==> src/rtl/dmux_stream_pkg.sv <==
// Shared definitions for the dmux_stream block: the FSM state encoding and
// the width of the optional dropped-beat counter.
package dmux_stream_pkg;

    typedef enum logic {
        ST_IDLE = 1'b0,
        ST_PKT  = 1'b1
    } state_e;

    localparam int DROP_CNT_W = 16;

endpackage

==> src/rtl/dmux_stream_hold.sv <==
// Output holding register for dmux_stream: one beat of data/last/channel
// plus a full flag. A load wins over a drain in the same cycle, so a beat
// leaving and a beat arriving together keeps the register full.
module dmux_stream_hold
    import dmux_stream_pkg::*;
#(
    parameter int WIDTH = 16,
    parameter int SEL_W = 3
) (
    input  logic             clock,
    input  logic             reset,
    input  logic             load_i,
    input  logic             drain_i,
    input  logic [WIDTH-1:0] data_i,
    input  logic             last_i,
    input  logic [SEL_W-1:0] chan_i,
    output logic             full_o,
    output logic [WIDTH-1:0] data_o,
    output logic             last_o,
    output logic [SEL_W-1:0] chan_o
);

    logic             full_q, full_d;
    logic [WIDTH-1:0] data_q, data_d;
    logic             last_q, last_d;
    logic [SEL_W-1:0] chan_q, chan_d;

    // Next-state: reload on an accepted routed beat, otherwise empty on drain.
    always_comb begin
        full_d = full_q;
        data_d = data_q;
        last_d = last_q;
        chan_d = chan_q;
        if (load_i) begin
            full_d = 1'b1;
            data_d = data_i;
            last_d = last_i;
            chan_d = chan_i;
        end else if (drain_i) begin
            full_d = 1'b0;
        end
    end

    // Holding register; everything clears on reset so outputs never carry X.
    always_ff @(posedge clock or posedge reset) begin
        if (reset) begin
            full_q <= 1'b0;
            data_q <= '0;
            last_q <= 1'b0;
            chan_q <= '0;
        end else begin
            full_q <= full_d;
            data_q <= data_d;
            last_q <= last_d;
            chan_q <= chan_d;
        end
    end

    assign full_o = full_q;
    assign data_o = data_q;
    assign last_o = last_q;
    assign chan_o = chan_q;

endmodule

==> src/rtl/dmux_stream.sv <==
// Registered 1-to-CHANNELS stream demultiplexer with per-packet route lock.
// The route is taken from in_sel on the first beat and held until in_last.
// Beats for a destination >= CHANNELS are accepted and discarded.
// Optional feature: define DMUX_STREAM_DROP_CNT_EN to add the saturating
// drop_count output counting discarded beats.
module dmux_stream
    import dmux_stream_pkg::*;
#(
    parameter int WIDTH    = 16,
    parameter int CHANNELS = 8,
    parameter int SEL_W    = $clog2(CHANNELS)
) (
    input  logic                  clock,
    input  logic                  reset,
    input  logic [WIDTH-1:0]      in_data,
    input  logic [SEL_W-1:0]      in_sel,
    input  logic                  in_last,
    input  logic                  in_valid,
    output logic                  in_ready,
    output logic [WIDTH-1:0]      out_data,
    output logic                  out_last,
    output logic [CHANNELS-1:0]   out_valid,
    input  logic [CHANNELS-1:0]   out_ready,
    output logic                  busy
`ifdef DMUX_STREAM_DROP_CNT_EN
    ,
    output logic [DROP_CNT_W-1:0] drop_count
`endif
);

    state_e           state_q, state_d;
    logic [SEL_W-1:0] cur_sel_q, cur_sel_d;

    logic             full;
    logic [SEL_W-1:0] hold_chan;
    logic             chan_rdy;
    logic [SEL_W-1:0] route_sel;
    logic             route_ok;
    logic             xfer;
    logic             load;
    logic             drain;

    // Ready of the sink the held beat is waiting on; a loop rather than an
    // index so a non-power-of-two channel count never reads past out_ready.
    always_comb begin
        chan_rdy = 1'b0;
        for (int k = 0; k < CHANNELS; k++) begin
            if (hold_chan == SEL_W'(k)) chan_rdy = out_ready[k];
        end
    end

    assign in_ready  = !reset && (!full || chan_rdy);
    assign xfer      = in_valid && in_ready;
    assign route_sel = (state_q == ST_PKT) ? cur_sel_q : in_sel;
    assign route_ok  = ({1'b0, route_sel} < (SEL_W+1)'(CHANNELS));
    assign load      = xfer && route_ok;
    assign drain     = full && chan_rdy;
    assign busy      = (state_q == ST_PKT);

    // Packet FSM: open a packet on a non-last beat, close it on a last beat.
    always_comb begin
        state_d   = state_q;
        cur_sel_d = cur_sel_q;
        case (state_q)
            ST_IDLE: begin
                if (xfer && !in_last) begin
                    state_d   = ST_PKT;
                    cur_sel_d = in_sel;
                end
            end
            ST_PKT: begin
                if (xfer && in_last) state_d = ST_IDLE;
            end
            default: state_d = ST_IDLE;
        endcase
    end

    // FSM state and locked route; reset abandons any open packet.
    always_ff @(posedge clock or posedge reset) begin
        if (reset) begin
            state_q   <= ST_IDLE;
            cur_sel_q <= '0;
        end else begin
            state_q   <= state_d;
            cur_sel_q <= cur_sel_d;
        end
    end

    dmux_stream_hold #(
        .WIDTH (WIDTH),
        .SEL_W (SEL_W)
    ) u_hold (
        .clock   (clock),
        .reset   (reset),
        .load_i  (load),
        .drain_i (drain),
        .data_i  (in_data),
        .last_i  (in_last),
        .chan_i  (route_sel),
        .full_o  (full),
        .data_o  (out_data),
        .last_o  (out_last),
        .chan_o  (hold_chan)
    );

    // One-hot decode of the held channel (DMux tree flattened into a loop).
    for (genvar k = 0; k < CHANNELS; k++) begin : g_valid
        assign out_valid[k] = full && (hold_chan == SEL_W'(k));
    end

`ifdef DMUX_STREAM_DROP_CNT_EN
    logic [DROP_CNT_W-1:0] drop_cnt_q, drop_cnt_d;

    // Count beats discarded for an out-of-range route, sticking at all-ones.
    always_comb begin
        drop_cnt_d = drop_cnt_q;
        if (xfer && !route_ok && (drop_cnt_q != '1)) drop_cnt_d = drop_cnt_q + 1'b1;
    end

    // Drop counter register; only reset clears it.
    always_ff @(posedge clock or posedge reset) begin
        if (reset) drop_cnt_q <= '0;
        else       drop_cnt_q <= drop_cnt_d;
    end

    assign drop_count = drop_cnt_q;
`endif

endmodule
==> config.mk <==
export PLATFORM = sky130hd
export DESIGN_NAME = dmux_stream
export DESIGN_NICKNAME = d
export VERILOG_FILES = /design/src/rtl/dmux_stream_pkg.sv /design/src/rtl/dmux_stream_hold.sv /design/src/rtl/dmux_stream.sv
export SDC_FILE = /design/constraint.sdc
export NUM_CORES = 1
export LEC_CHECK = 0
export CAP_MARGIN = 10
export CORE_ASPECT_RATIO = 0.7
export CORE_MARGIN = 5
export CORE_UTILIZATION = 45
export CTS_CLUSTER_SIZE = 28
export DETAILED_ROUTE_END_ITERATION = 12
export DONT_BUFFER_PORTS = 1
export PLACE_DENSITY = 0.67
export SKIP_LAST_GASP = 1
export SYNTH_ARGS = -nofsm -noshare
export SYNTH_HDL_FRONTEND = slang
export SYNTH_SLANG_ARGS = --single-unit
export TNS_END_PERCENT = 5
==> constraint.sdc <==
create_clock -name clock -period 2.16 [get_ports clock]
set_input_delay 0.432 -clock clock [delete_from_list [all_inputs] [get_ports clock]]
set_output_delay 0.432 -clock clock [all_outputs]
set_load 0.005 [all_outputs]
==> qor.yml <==
detailed_routing:
  first_iter_violations: 24
  vias: 668
  drt-vias-per-instance: 5.48
  post-route-drc-count: 0
  postRouteAntennaNets: 0
  routedWlPerCell_um: 19.6
  wl_um: 2400
  first_pass_iters: 4
logic_synthesis:
  yosys.area_share.simple_pct: 11.6
  ys.flop_type: "dfrtp_1"
  synth_area_leader_cell: "dfrtp_1"
  netlist_top_cells_area: "dfrtp_1 (50%), mux2_4 (23%), mux2_2 (6.3%)"
  synth_compound_area_share_pct: 2.29
  synth.top_cells.by_count: "dfrtp_1 (25), mux2_4 (19), mux2_2 (7), mux2i_1 (5)"
  synth_top_family_by_area: "multiplexers"
  syn-num-nets: 112
  synthArstFlopShare_pct: 100
  ys_warn_count: 0
  avgSynthCellArea_um2: 15.5
  synth_top_area_share_pct: 49.9
  yosys.area_share.xor_xnor_pct: 0
  synth_most_common_cell: "dfrtp_1"
  synth_cells: 81
  ys_ff_latch: 25
  synth_area_mm2: 0.00125
  synth.yosys.seq_area_share_pct: 49.9
  ys_types: 20
  synth_fa_ha_area_share_pct: 0
  synth_mux_area_share_pct: 33.0
  synth_edf_count: 0
cells_and_area:
  antennaDiodeCount: 0
  final_core_util_pct: 49.0
  area_growth_pct: 6.98
  instances_no_fill: 122
  layout-drive-gt1-share_pct: 53.5
  nets: 118
sta:
  finalCritPeriodShare_pct: 95.2
  setup_ws_ns: 0.104
  clock_skew_ns: 0.00210
  fmax_ghz: 0.486
  tns_ns: 0
  hold_viol: 0
  grt_setup_unrepaired: "false"
  worst_slew_pin_slew_ns: 0.385
  drv_slew: 0
  maxSlewHeadroom_pct: 74.4
  setup_viol: 0
  layout_min_cycle_time_ns: 2.06
critical_path:
  cp-start-kind: "flip-flop"
  crit_start: "u_hold.chan_o[1]"
  ff2ff_setup_slack_ns: 0.24
  cp_num_buf_inv: 0
  cp_data_required_time_ns: 1.73
  path_cells: "mux2i_1, a32oi_2, and3_2"
  cp_max_fo: 13
  crit_path_end_kind: "output port"
  crit_slowest_cell: "dfrtp_1"
  worstSetupPathDepth: 3
  critPathArrivalTime_ns: 1.62
  worstSetupPathType: "flip-flop to output port"
  r2r_cells: 5
  slowest_delay_ns: 0.58
  cp_top_family: "flip-flops"
  r2r_start: "u_hold.chan_o[1]"
clock_tree:
  cts_resized: 0
  clock_latency_ns: 0.26
  cts-buffers-inserted: 3
  clockBufferDepth: 2
  ctsHtreeMaxLevel: 1
  cts_tree: "yes"
  clk_transition_reported_paths_ns: 0.08
  cts_sinks: 25
  cts_hold_buf: 0
  clk_root_buffer_cell: "clkbuf_8"
  cts_setup_buffers: 0
die:
  die_h_um: 54.2
  die_w_um: 73.1
  die_area_mm2: 0.00396
  coreArea_mm2: 0.00274
  initial_core_util_pct: 45.8
  pin_count: 58
  rows: 16
grt:
  grt_overflow_total: 0
  grt_pass1_vias: 717
  grt_first_pass_wirelength_um: 3510
  grt_max_degree: 16
  antenna_found_initial: 0
  track_usage_pct: 12.1
power:
  p_switching_mw: 0.577
  power_leakage_nw: 0.659
  p_int_mw: 1.26
  power.density_mw_per_mm2: 1370
  p_sw_share_pct: 31.4
  clockPowerShare_pct: 14.5
  peakVddDrop_v: 0.000492
  pwr-share-seq_pct: 51.0
  comb_power_share_pct: 34.5
place:
  dp.final_hpwl_um: 1880
  place_ws_ns: 0.232
  place_inst: 118
  gp_congestion: 0.833
  io_buffers: 0
run:
  drv_cap: 0
worst_hold_path:
  min_path_type: "input port to asynchronous set/reset pin"
status:
  status: "finished, final reports clean"
-- area by class of cell --
class / count / area [µm²]
sequential: 25 / 626
clock inverter: 1 / 5.00
tap: 36 / 45.0
fill: 234 / 1400
inverter: 2 / 7.51
clock buffer: 3 / 41.3
timing repair buffer: 4 / 30.0
multi-input combinational: 51 / 588
-- path summary, 6_finish.rpt --
kind	to
setup / recovery	in_ready
max in group asynchronous	u_hold.data_o[0]
hold / removal	u_hold.data_o[8]
setup reg to reg	u_hold.data_o[8]
hold reg to reg	cur_sel_q[2]
min in group clock	flip-flop
-- placed cells by master (no fill, tap or decap), types with 2 or more instances in the layout --
cell type,n
buf_4,4
dfrtp_1,25
inv_1,2
clkbuf_8,3
mux2i_1,5
nand3_1,2
mux2_2,7
and3_2,2
and2b_2,3
mux2_4,19
and2_2,3
-- logic make-up (layout without fill, tap and decap cells) --
family / after synthesis / after routing
AND/OR/NAND/NOR: 18 / 18
flip-flops: 25 / 25
multiplexers: 31 / 31
buffers and inverters: 5 / 10
AO/OA/AOI/OAI: 2 / 2
-- power by group through the flow --
stage	registers (mW)	clock network [mW]	logic, mW
after floorplan	0.866	0	0.603
after global placement	0.933	0	0.616
after detailed placement	0.947	0	0.641
after CTS	0.943	0.278	0.642
after global routing	0.973	0.307	0.676
final	0.936	0.267	0.633
-- stage by stage --
| step | hold WS [ns] | power (mW) | cell area (µm²) |
|---|---|---|---|
| after global placement | 0.415 | 1.55 | 1300 |
| final | 0.132 | 1.84 | 1340 |
| after floorplan | 0.474 | 1.47 | 1250 |
| after CTS | 0.126 | 1.86 | 1340 |
| after global routing | 0.142 | 1.96 | 1340 |
| after detailed placement | 0.417 | 1.59 | 1300 |
-- layer usage --
metal | wire length [µm] | global-route usage (%) | vias up | part of all wire [%]
met5 | 0 | 0 | - | 0
met4 | 21 | 3.99 | 0 | 0.88
met2 | 1110 | 19.7 | 43 | 46
met3 | 318 | 6.90 | 2 | 13
li1 | - | - | 296 | -
met1 | 944 | 13.5 | 327 | 39
-- registers in the layout, indices dropped and copies added, names as in the netlist, named ones only --
register and cells:
cur_sel_q 3, u_hold.chan_o 3, u_hold.data_o 16, u_hold.full_o 1, u_hold.last_o 1
Note: power is estimated with default switching activity, not from simulation.
